`src/rtl/kvs_cmd_arbiter_pkg.sv`:
```
// Shared types and widths for the two-lane KVS command arbiter and its kernel interface.
package kvs_cmd_arbiter_pkg;

    localparam int KEY_W   = 128;
    localparam int VAL_W   = 32;
    localparam int ADDR_W  = 16;
    localparam int NUM_REQ = 2;
    localparam int OP_W    = 3;
    localparam int NUM_OPS = 5;

    typedef enum logic [OP_W-1:0] {
        OP_SEARCH = 3'd0,
        OP_UPDATE = 3'd1,
        OP_WRITE  = 3'd2,
        OP_ERASE  = 3'd3,
        OP_READ   = 3'd4
    } kvs_op_e;

    typedef enum logic [1:0] {
        ST_INIT,
        ST_WAIT_RDY,
        ST_RUN,
        ST_DRAIN
    } kvs_state_e;

    function automatic logic op_is_valid(input logic [OP_W-1:0] op);
        return op <= OP_W'(OP_READ);
    endfunction

endpackage

```
`src/rtl/kvs_cmd_arbiter_tag.sv`:
```
// In-order tag FIFO: remembers which requester owns each command still pending in the kernel.
module kvs_tag_fifo #(
    parameter int DEPTH = 16
) (
    input  logic                         clk,
    input  logic                         srst,
    input  logic                         push_i,
    input  logic                         din_i,
    input  logic                         pop_i,
    output logic                         dout_o,
    output logic                         full_o,
    output logic                         empty_o,
    output logic [$clog2(DEPTH+1)-1:0]   count_o
);
    localparam int PTR_W = (DEPTH > 1) ? $clog2(DEPTH) : 1;
    localparam int CNT_W = $clog2(DEPTH + 1);

    logic             mem_q [DEPTH];
    logic [PTR_W-1:0] wr_ptr_q, rd_ptr_q;
    logic [CNT_W-1:0] count_q;
    logic             do_push, do_pop;

    // Explicit wrap so non-power-of-two depths work.
    function automatic logic [PTR_W-1:0] ptr_inc(input logic [PTR_W-1:0] p);
        return (p == PTR_W'(DEPTH - 1)) ? '0 : p + 1'b1;
    endfunction

    assign full_o  = (count_q == CNT_W'(DEPTH));
    assign empty_o = (count_q == '0);
    assign count_o = count_q;
    assign do_push = push_i && !full_o;
    assign do_pop  = pop_i && !empty_o;
    assign dout_o  = mem_q[rd_ptr_q];

    always_ff @(posedge clk) begin
        if (do_push) begin
            mem_q[wr_ptr_q] <= din_i;
        end
    end

    always_ff @(posedge clk) begin
        if (srst) begin
            wr_ptr_q <= '0;
            rd_ptr_q <= '0;
            count_q  <= '0;
        end else begin
            if (do_push) wr_ptr_q <= ptr_inc(wr_ptr_q);
            if (do_pop)  rd_ptr_q <= ptr_inc(rd_ptr_q);
            case ({do_push, do_pop})
                2'b10:   count_q <= count_q + 1'b1;
                2'b01:   count_q <= count_q - 1'b1;
                default: count_q <= count_q;
            endcase
        end
    end

endmodule

```
`src/rtl/kvs_cmd_arbiter.sv`:
```
// Round-robin arbiter feeding two requester lanes into one KVS kernel, routing in-order acks back.
module kvs_cmd_arbiter
    import kvs_cmd_arbiter_pkg::*;
#(
    parameter int MAX_OUTSTANDING = 16
) (
    input  logic                       clk,
    input  logic                       reset,
    input  logic [NUM_REQ-1:0]         req_valid,
    output logic [NUM_REQ-1:0]         req_ready,
    input  logic [NUM_REQ*OP_W-1:0]    req_cmd,
    input  logic [NUM_REQ*KEY_W-1:0]   req_key,
    input  logic [NUM_REQ*VAL_W-1:0]   req_value,
    input  logic                       drain,
    output logic                       drained,
    output logic [NUM_REQ-1:0]         rsp_valid,
    output logic                       rsp_hit,
    output logic [ADDR_W-1:0]          rsp_addr,
    output logic [VAL_W-1:0]           rsp_value,
    output logic                       err,
    output logic                       I_CMD_INIT,
    output logic                       I_CMD_VALID,
    output logic                       I_CMD_SEARCH,
    output logic                       I_CMD_UPDATE,
    output logic                       I_CMD_WRITE,
    output logic                       I_CMD_ERASE,
    output logic                       I_CMD_READ,
    output logic [KEY_W-1:0]           I_KEY_DAT,
    output logic [VAL_W-1:0]           I_KEY_VALUE,
    input  logic                       O_READY,
    input  logic                       O_WAIT,
    input  logic                       O_CMD_FULL,
    input  logic                       O_ACK,
    input  logic                       O_SINGLE_HIT,
    input  logic                       O_MULTI_HIT,
    input  logic [ADDR_W-1:0]          O_ENT_ADDR,
    input  logic [VAL_W-1:0]           O_KEY_VALUE
);
    localparam int CNT_W = $clog2(MAX_OUTSTANDING + 1);

    kvs_state_e           state_q, state_d;
    logic                 prio_q;
    logic                 grant_en, init_set;
    logic [NUM_REQ-1:0]   gnt;
    logic                 accept, acc_id, push, bad_op;
    logic [OP_W-1:0]      sel_cmd;
    logic [OP_W-1:0]      lane_cmd [NUM_REQ];
    logic [KEY_W-1:0]     lane_key [NUM_REQ];
    logic [VAL_W-1:0]     lane_val [NUM_REQ];
    logic [NUM_OPS-1:0]   op_strb_d, op_strb_q;
    logic                 init_q, cmd_valid_q;
    logic [KEY_W-1:0]     key_q;
    logic [VAL_W-1:0]     val_q;
    logic [NUM_REQ-1:0]   rsp_valid_q;
    logic                 rsp_hit_q, err_q;
    logic [ADDR_W-1:0]    rsp_addr_q;
    logic [VAL_W-1:0]     rsp_value_q;
    logic                 fifo_full, fifo_empty, fifo_dout, pop, spurious;
    logic [CNT_W-1:0]     fifo_count;

    for (genvar gi = 0; gi < NUM_REQ; gi++) begin : g_lane
        assign lane_cmd[gi] = req_cmd[gi*OP_W +: OP_W];
        assign lane_key[gi] = req_key[gi*KEY_W +: KEY_W];
        assign lane_val[gi] = req_value[gi*VAL_W +: VAL_W];
    end

    always_ff @(posedge clk) begin
        if (reset) state_q <= ST_INIT;
        else       state_q <= state_d;
    end

    always_comb begin
        state_d = state_q;
        case (state_q)
            ST_INIT:     state_d = ST_WAIT_RDY;
            ST_WAIT_RDY: if (O_READY) state_d = ST_RUN;
            ST_RUN:      if (drain)   state_d = ST_DRAIN;
            ST_DRAIN:    if (!drain)  state_d = ST_RUN;
            default:     state_d = ST_INIT;
        endcase
    end

    // Drain is sampled by the FSM only, so a request granted in the cycle drain rises still issues.
    always_comb begin
        init_set = (state_q == ST_INIT);
        grant_en = !reset && (state_q == ST_RUN) && O_READY && !O_WAIT
                   && !O_CMD_FULL && !fifo_full;
        drained  = !reset && drain && (fifo_count == '0);
    end

    always_comb begin
        gnt = '0;
        if (grant_en) begin
            if (req_valid[0] && (!req_valid[1] || !prio_q)) gnt[0] = 1'b1;
            else if (req_valid[1])                          gnt[1] = 1'b1;
        end
    end

    assign req_ready = gnt;
    assign accept    = |gnt;
    assign acc_id    = gnt[1];
    assign sel_cmd   = lane_cmd[acc_id];
    // Undefined opcodes are consumed and flagged, never forwarded or tagged.
    assign push      = accept && op_is_valid(sel_cmd);
    assign bad_op    = accept && !op_is_valid(sel_cmd);
    assign pop       = O_ACK && !fifo_empty;
    assign spurious  = O_ACK && fifo_empty;

    for (genvar gi = 0; gi < NUM_OPS; gi++) begin : g_op
        assign op_strb_d[gi] = push && (sel_cmd == OP_W'(gi));
    end

    kvs_tag_fifo #(.DEPTH(MAX_OUTSTANDING)) u_tag_fifo (
        .clk     (clk),
        .srst    (reset),
        .push_i  (push),
        .din_i   (acc_id),
        .pop_i   (pop),
        .dout_o  (fifo_dout),
        .full_o  (fifo_full),
        .empty_o (fifo_empty),
        .count_o (fifo_count)
    );

    always_ff @(posedge clk) begin
        if (reset) begin
            prio_q      <= 1'b0;
            init_q      <= 1'b0;
            cmd_valid_q <= 1'b0;
            op_strb_q   <= '0;
            key_q       <= '0;
            val_q       <= '0;
            rsp_valid_q <= '0;
            rsp_hit_q   <= 1'b0;
            rsp_addr_q  <= '0;
            rsp_value_q <= '0;
            err_q       <= 1'b0;
        end else begin
            if (accept) prio_q <= ~acc_id;
            init_q      <= init_set;
            cmd_valid_q <= push;
            op_strb_q   <= op_strb_d;
            key_q       <= push ? lane_key[acc_id] : '0;
            val_q       <= push ? lane_val[acc_id] : '0;
            rsp_valid_q <= '0;
            if (pop) begin
                rsp_valid_q[fifo_dout] <= 1'b1;
                rsp_hit_q              <= O_SINGLE_HIT | O_MULTI_HIT;
                rsp_addr_q             <= O_ENT_ADDR;
                rsp_value_q            <= O_KEY_VALUE;
            end
            if (spurious || bad_op) err_q <= 1'b1;
        end
    end

    assign I_CMD_INIT   = init_q;
    assign I_CMD_VALID  = cmd_valid_q;
    assign I_CMD_SEARCH = op_strb_q[OP_SEARCH];
    assign I_CMD_UPDATE = op_strb_q[OP_UPDATE];
    assign I_CMD_WRITE  = op_strb_q[OP_WRITE];
    assign I_CMD_ERASE  = op_strb_q[OP_ERASE];
    assign I_CMD_READ   = op_strb_q[OP_READ];
    assign I_KEY_DAT    = key_q;
    assign I_KEY_VALUE  = val_q;
    assign rsp_valid    = rsp_valid_q;
    assign rsp_hit      = rsp_hit_q;
    assign rsp_addr     = rsp_addr_q;
    assign rsp_value    = rsp_value_q;
    assign err          = err_q;

endmodule

```
`config.mk`:
```
export PLATFORM = sky130hd
export DESIGN_NAME = kvs_cmd_arbiter
export DESIGN_NICKNAME = d
export VERILOG_FILES = /design/src/rtl/kvs_cmd_arbiter_pkg.sv /design/src/rtl/kvs_cmd_arbiter_tag.sv /design/src/rtl/kvs_cmd_arbiter.sv
export SDC_FILE = /design/constraint.sdc
export NUM_CORES = 1
export LEC_CHECK = 0
export BUFFER_PORTS_ARGS = -buffer_cell sky130_fd_sc_hd__buf_2
export CAP_MARGIN = 20
export CORE_AREA = 2 2 234 236
export DETAILED_ROUTE_END_ITERATION = 8
export DIE_AREA = 0 0 236 238
export REMOVE_ABC_BUFFERS = 1
export SLEW_MARGIN = 15
export SYNTH_ARGS = -nofsm -noshare
export SYNTH_HDL_FRONTEND = slang
export SYNTH_SLANG_ARGS = --single-unit
```
`constraint.sdc`:
```
create_clock -name clk -period 4.04 [get_ports clk]
set_input_delay 0.202 -clock clk [delete_from_list [all_inputs] [get_ports clk]]
set_output_delay 0.202 -clock clk [all_outputs]
set_load 0.01 [all_outputs]
```
# == Word level (Yosys, flattened, before mapping) ==
# Memories as Yosys holds them, arrays and structs flattened. A register that Yosys moved wholly into a read port is not among the register bits.
# Cells that the tools add are included.
# totals
register_bits,235
mem_bits_rw,16
in_bits,385
elab_cells,108
mem_count,1
# classes
add_sub_neg,4
n_lt_le_gt_ge,4
eq_ne,15
n_mux,26
bitwise_logic,5
n_reduce_logical,38
# memory_table
name,depth,width,rd,rd_clocked_by_memory_dff,wr,line,rtl
u_tag_fifo.mem_q,16,1,1,1,1,kvs_cmd_arbiter_tag.sv:18,logic mem_q [DEPTH];
# ops
op,count
$mux 128,3
$mux 32,3
$logic_and 1x1->1,20
$mux 4,4
$pmux 5 s2,1
$mux 3,3
$add 4x1->4 const B,2
$eq 4x4->1 const B,2
$logic_not 1->1,8
$mux 2,4
$pmux 2 s4,1
$eq 2x2->1 const B,3
$eq 3x2->1 const B,2
$mux 1,6
$ne 2x2->1 const B,3
$reduce_or 2->1,3
$add 5x1->5 const B,1
$eq 5x5->1 const B,1
$logic_not 5->1,1
$sub 5x1->5 const B,1
$eq 2x1->1 const B,2
$eq 3x1->1 const B,1
$eq 3x3->1 const B,1
$le 3x3->1 const B,1
other kinds (12),15

# == Depth between registers and ports, before layout ==
# logic_depth
ltp_word,16
mapped_depth,15
ltp_nobuf,11

# == Cells and area by module ==
# Synthesis repeated with hierarchy kept, for this count alone.
# unflattened
cells_unflattened,777
area_unflattened_um2,8797.2
# by_module_without_submodules
module,instances,cells_per_inst,area_each_um2
kvs_cmd_arbiter,1,633,7148.1
kvs_tag_fifo,1,144,1649.1

# == Least setup slack after synthesis ==
# OpenSTA, ideal clock, no wires.
# synth_timing
path_kind,reg2reg
start,"register u_tag_fifo.count_q[1], in the netlist u_tag_fifo.count_o[1]"
end,"register u_tag_fifo.count_q[4], in the netlist u_tag_fifo.count_o[4]"
setup_ns,0.121
arrival_time_ns,3.161
path_slack_ns,0.759
stages_incl_launch_ff,16
n_path_buf,4
synth_period_minus_slack_ns,3.281
cell_sequence,dfxtp_1 > buf_2 > or4_1 > buf_2 > o2111ai_4 > nor3_2 > clkinv_2 > buf_2 > ha_1 > clkbuf_1 > xor2_1 > ha_1 > a21oi_1 > a22oi_1 > a31oi_1 > mux2_2
# synth_between
elab_chain_len,13
word_cells_on_any_way,22
# synth_lines
element,line,rtl
start: declaration,kvs_cmd_arbiter_tag.sv:20,logic [CNT_W-1:0] count_q;
start signal: assignment,kvs_cmd_arbiter_tag.sv:50,2'b10: count_q <= count_q + 1'b1;
start signal: assignment,kvs_cmd_arbiter_tag.sv:51,2'b01: count_q <= count_q - 1'b1;
start signal: assignment,kvs_cmd_arbiter_tag.sv:52,default: count_q <= count_q;
$eq 5x5->1,kvs_cmd_arbiter_tag.sv:28,assign full_o = (count_q == CNT_W'(DEPTH));
$logic_not 1->1,"kvs_cmd_arbiter_tag.sv:31, kvs_cmd_arbiter.sv:87",
$logic_and 1x1->1,kvs_cmd_arbiter.sv:87,&& !O_CMD_FULL && !fifo_full;
$mux 2,kvs_cmd_arbiter.sv:93,if (grant_en) begin
$not 1->2 (not written as such),kvs_cmd_arbiter.sv:102,assign sel_cmd = lane_cmd[acc_id];
$mux 3 (not written as such) (3 in series),kvs_cmd_arbiter.sv:102,
$le 3x3->1,kvs_cmd_arbiter_pkg.sv:27,return op <= OP_W'(OP_READ);
$logic_and 1x1->1,kvs_cmd_arbiter.sv:104,assign push = accept && op_is_valid(sel_cmd);
$logic_and 1x1->1,kvs_cmd_arbiter_tag.sv:31,assign do_push = push_i && !full_o;
$eq 2x1->1 or $eq 2x2->1 (tied branches),kvs_cmd_arbiter_tag.sv:49,"case ({do_push, do_pop})"
$pmux 5 s2 or $reduce_bool 2->1 (tied branches),n/a,
# Several ways; a longest one is shown, not always the timed one. The select of a mux whose other input is x is not followed.
# A chain may end at the register's enable or synchronous reset.

# == Final worst setup path ==
# layout_timing
start,"register u_tag_fifo.count_q[2], in the netlist u_tag_fifo.count_o[2]"
end,"register u_tag_fifo.count_q[4], in the netlist u_tag_fifo.count_o[4]"
# The elaborated chain is that of the path after synthesis.

==> impl_metrics.csv <==
group,metric,value,unit
status,status,"finished, final reports clean",
final_layout,utilization,34.3,%
synthesis,async_reset_ff_share,0,%
route,route.detailed.drc,0,
run,maxCapViolCount,0,
route,vias_per_cell,4.59,
clock_network,htree_levels,1,
timing,slew-limit-headroom,31.6,%
worst_setup_path,crit_fanout,15,
clock_network,cts_tree,"done",
place,dpl_cell_area,13500,sq um
route,dr.pass1.iters,5,
synthesis,yosysTopAreaCell,"dfxtp_1",
global_route,grt_max_degree,161,
die,core_area,53500,sq um
power_and_ir_drop,p_leak,8.37,nW
synthesis,synth.top_cell.area_share,47.8,%
clock_network,clock-sinks,255,
global_route,overflow,0,
synthesis,synthTopCellsByArea,"dfxtp_1 48%, a21oi_1 11%, o21ai_0 8.4%",
power_and_ir_drop,internal_power,4.50,mW
worst_setup_path,cp.arrival,4.08,ns
worst_setup_path,worstPathRequired,4.49,ns
clock_network,clock_latency,0.57,ns
die,io_pins,607,
timing,whs,0.0661,ns
timing,fmax,275,MHz
synthesis,syn_inst,1153,
clock_network,cts_resized,0,
global_route,antenna_found_initial,17,
power_and_ir_drop,irDropWorstVdd,0.325,mV
worst_setup_path,cp-end-kind,"flip-flop",
timing,grt_setup_unrepaired,"false",
clock_network,clk_pin_slew,0.06,ns
worst_hold_path,hp-class,"input pin to flip-flop",
timing,finalHoldViolCount,0,
synthesis,synth-seq-cells,255,
route,drtIter0Drc,669,
clock_network,cts_max_path_buffers,3,
power_and_ir_drop,pwr-share-clk,47.0,%
route,routed_wl,48300,microns
synthesis,yosysSeqAreaShare,52.6,%
place,gp_congestion,0.882,
route,wl_per_cell,17.2,microns
final_layout,design_area,18300,sq um
die,fp.dieH,238,microns
final_layout,drive_gt1_share,33.0,%
timing,fin_crit,3.63,ns
final_layout,areaGrowthSynthToFinish,83.2,%
power_and_ir_drop,netSwitchingPower,1.34,mW
synthesis,yosysWarnings,0,
worst_setup_path,cp-start-kind,"flip-flop",
route,drtAntennaViolNets,0,
die,die_w,236,microns
power_and_ir_drop,netSwitchingFraction,23.0,%
synthesis,ys_types,54,
power_and_ir_drop,powerDensity,319,nW/um^2
timing,setup_viol,0,
synthesis,synth-edff-count,16,
synthesis,syn_avg_cell_area,8.67,sq um
route,dr_total_vias,12900,
power_and_ir_drop,pwr-share-seq,43.7,%
global_route,grt_pass1_vias,13100,
synthesis,synth_ff_type,"dfxtp_1",
die,rows,85,
worst_setup_path,crit_type,"flip-flop to flip-flop",
die,initial_utilization,18.7,%
clock_network,cts.root.buffer_cell,"clkbuf_16",
timing,worstMarginPinSlew,1.03,ns
clock_network,numCtsBuffers,29,
synthesis,netlist_area,10000,sq um
timing,maxSlewViolCount,0,
timing,fin_skew,0.00952,ns
timing,fin_crit_sh,90.0,%
place,portBuffers,606,
global_route,grt_pass1_wl,72000,microns
final_layout,fin_nets,2463,
die,dieArea,56200,sq um
power_and_ir_drop,pwr-share-comb,9.3,%
place,dp_hpwl,31200,microns
global_route,track_usage,16.1,%
## stage by stage
stage               total power, mW  TNS [ns]  worst slack (ns)  instances
global placement               2.96         0             0.596       2355
finish                         5.84         0             0.406       2804
floorplan                      2.70   -325.56             -1.93       1040
global route                   6.06         0             0.127       2804
detailed placement             2.96         0             0.482       2355
CTS                            5.90         0             0.454       2789
## critical path: stages, from the launching register on
cell and delay [ns]:
dfxtp_1 0.52, or4_1 0.45, o2111ai_4 0.20, nor3_2 0.69
inv_6 0.05, ha_1 0.31, xor2_1 0.19, ha_1 0.19
a21oi_1 0.25, a22oi_1 0.15, a31oi_1 0.18, mux2_2 0.35
## path summary, 6_finish.rpt
| check | from | end | slack [ns] | cells past startpoint |
|---|---|---|---|---|
| max | u_tag_fifo.count_o[2]$_SDFFE_PP0P_ | u_tag_fifo.count_o[4]$_SDFFE_PP0P_ | 0.41 | 11 |
| min | req_cmd[0] | op_strb_q[2]$_SDFF_PP0_ | 0.07 | 4 |
| max reg2reg | u_tag_fifo.count_o[2]$_SDFFE_PP0P_ | u_tag_fifo.count_o[4]$_SDFFE_PP0P_ | 0.41 | 11 |
| min reg2reg | rsp_value[23]$_SDFFE_PP0P_ | rsp_value[23]$_SDFFE_PP0P_ | 0.46 | 2 |
## layout make-up
type | instances | area [sq um]
tap | 696 | 871
sequential | 255 | 5270
clock inverter | 14 | 161
inverter | 7 | 31.3
timing repair buffer | 999 | 6970
multi-input combinational | 778 | 4150
fill | 5352 | 35200
clock buffer | 40 | 838
antenna | 15 | 37.5
## cells in the mapped netlist, drive strengths merged (3+ instances only)
library cell / number
a21oi: 225
a31oi: 5
and2: 3
and3: 13
buf: 55
clkbuf: 58
dfxtp: 239
edfxtp: 16
ha: 8
inv: 6
mux4: 5
nand2: 104
nand3: 163
nand4: 5
nand4b: 3
nor2: 17
nor2b: 8
nor3: 6
o211ai: 3
o21ai: 169
or2: 3
xor2: 4
## power by group through the flow
stage	sequential, mW	clock, mW	combinational (mW)
finish	2.55	2.75	0.545
global route	2.55	2.92	0.588
CTS	2.55	2.82	0.528
detailed placement	2.61	0	0.356
global placement	2.61	0	0.352
floorplan	2.61	0	0.0946
## kinds of logic (layout without fill, tap and decap cells)
logic type / after synthesis / in the layout / synth area share (%)
simple gates: 338 / 338 / 16.3
other cells: 0 / 15 / 0
flops: 255 / 255 / 52.6
fa+ha+maj: 8 / 8 / 1.00
xor+xnor: 5 / 5 / 0.438
mux: 9 / 9 / 1.55
compound gates: 418 / 418 / 21.9
buf+inv: 120 / 1060 / 6.17
## registers in the layout, summed over array words and instances (netlist names), named ones only
signal	cells
u_tag_fifo.wr_ptr_q	4
u_tag_fifo.count_o	5
prio_q	1
rsp_valid	2
op_strb_q	5
u_tag_fifo.rd_ptr_q	4
state_q	2
err	1
rsp_value	32
I_KEY_VALUE	32
rsp_hit	1
rsp_addr	16
I_CMD_VALID	1
I_KEY_DAT	128
I_CMD_INIT	1
u_tag_fifo.mem_q	16
## layout by cell type (no fill, tap or decap), types with 4 or more instances in the layout
cell type | netlist | final
a21oi_1 | 225 | 225
a31oi_1 | 5 | 5
and3_1 | 13 | 13
buf_2 | 21 | 606
buf_4 | 17 | 10
clkbuf_16 | 0 | 29
clkbuf_8 | 0 | 7
clkinv_2 | 1 | 6
dfxtp_1 | 239 | 239
diode_2 | 0 | 15
dlygate4sd3_1 | 0 | 380
edfxtp_1 | 16 | 16
ha_1 | 8 | 8
inv_1 | 5 | 5
mux4_2 | 5 | 5
nand2_1 | 104 | 103
nand3_1 | 163 | 163
nand4_1 | 5 | 5
nor2_1 | 17 | 16
nor2b_1 | 8 | 8
nor3_1 | 5 | 5
o21ai_0 | 167 | 167
xor2_1 | 4 | 4
## per-layer routing
metal	wire length (microns)	vias to the layer above	global-route usage (%)
li1	-	5934	-
met1	17500	6070	17.5
met2	23500	718	27.5
met3	4560	148	5.23
met4	2730	2	9.19
met5	13	-	0
## repair_timing
item | 4_1_cts | 5_1_grt
hold buffers | 380 | 0
setup buffers | 0 | 0
hold endpoints to repair | 215 | 0
Power figures use the tool's default switching activity.
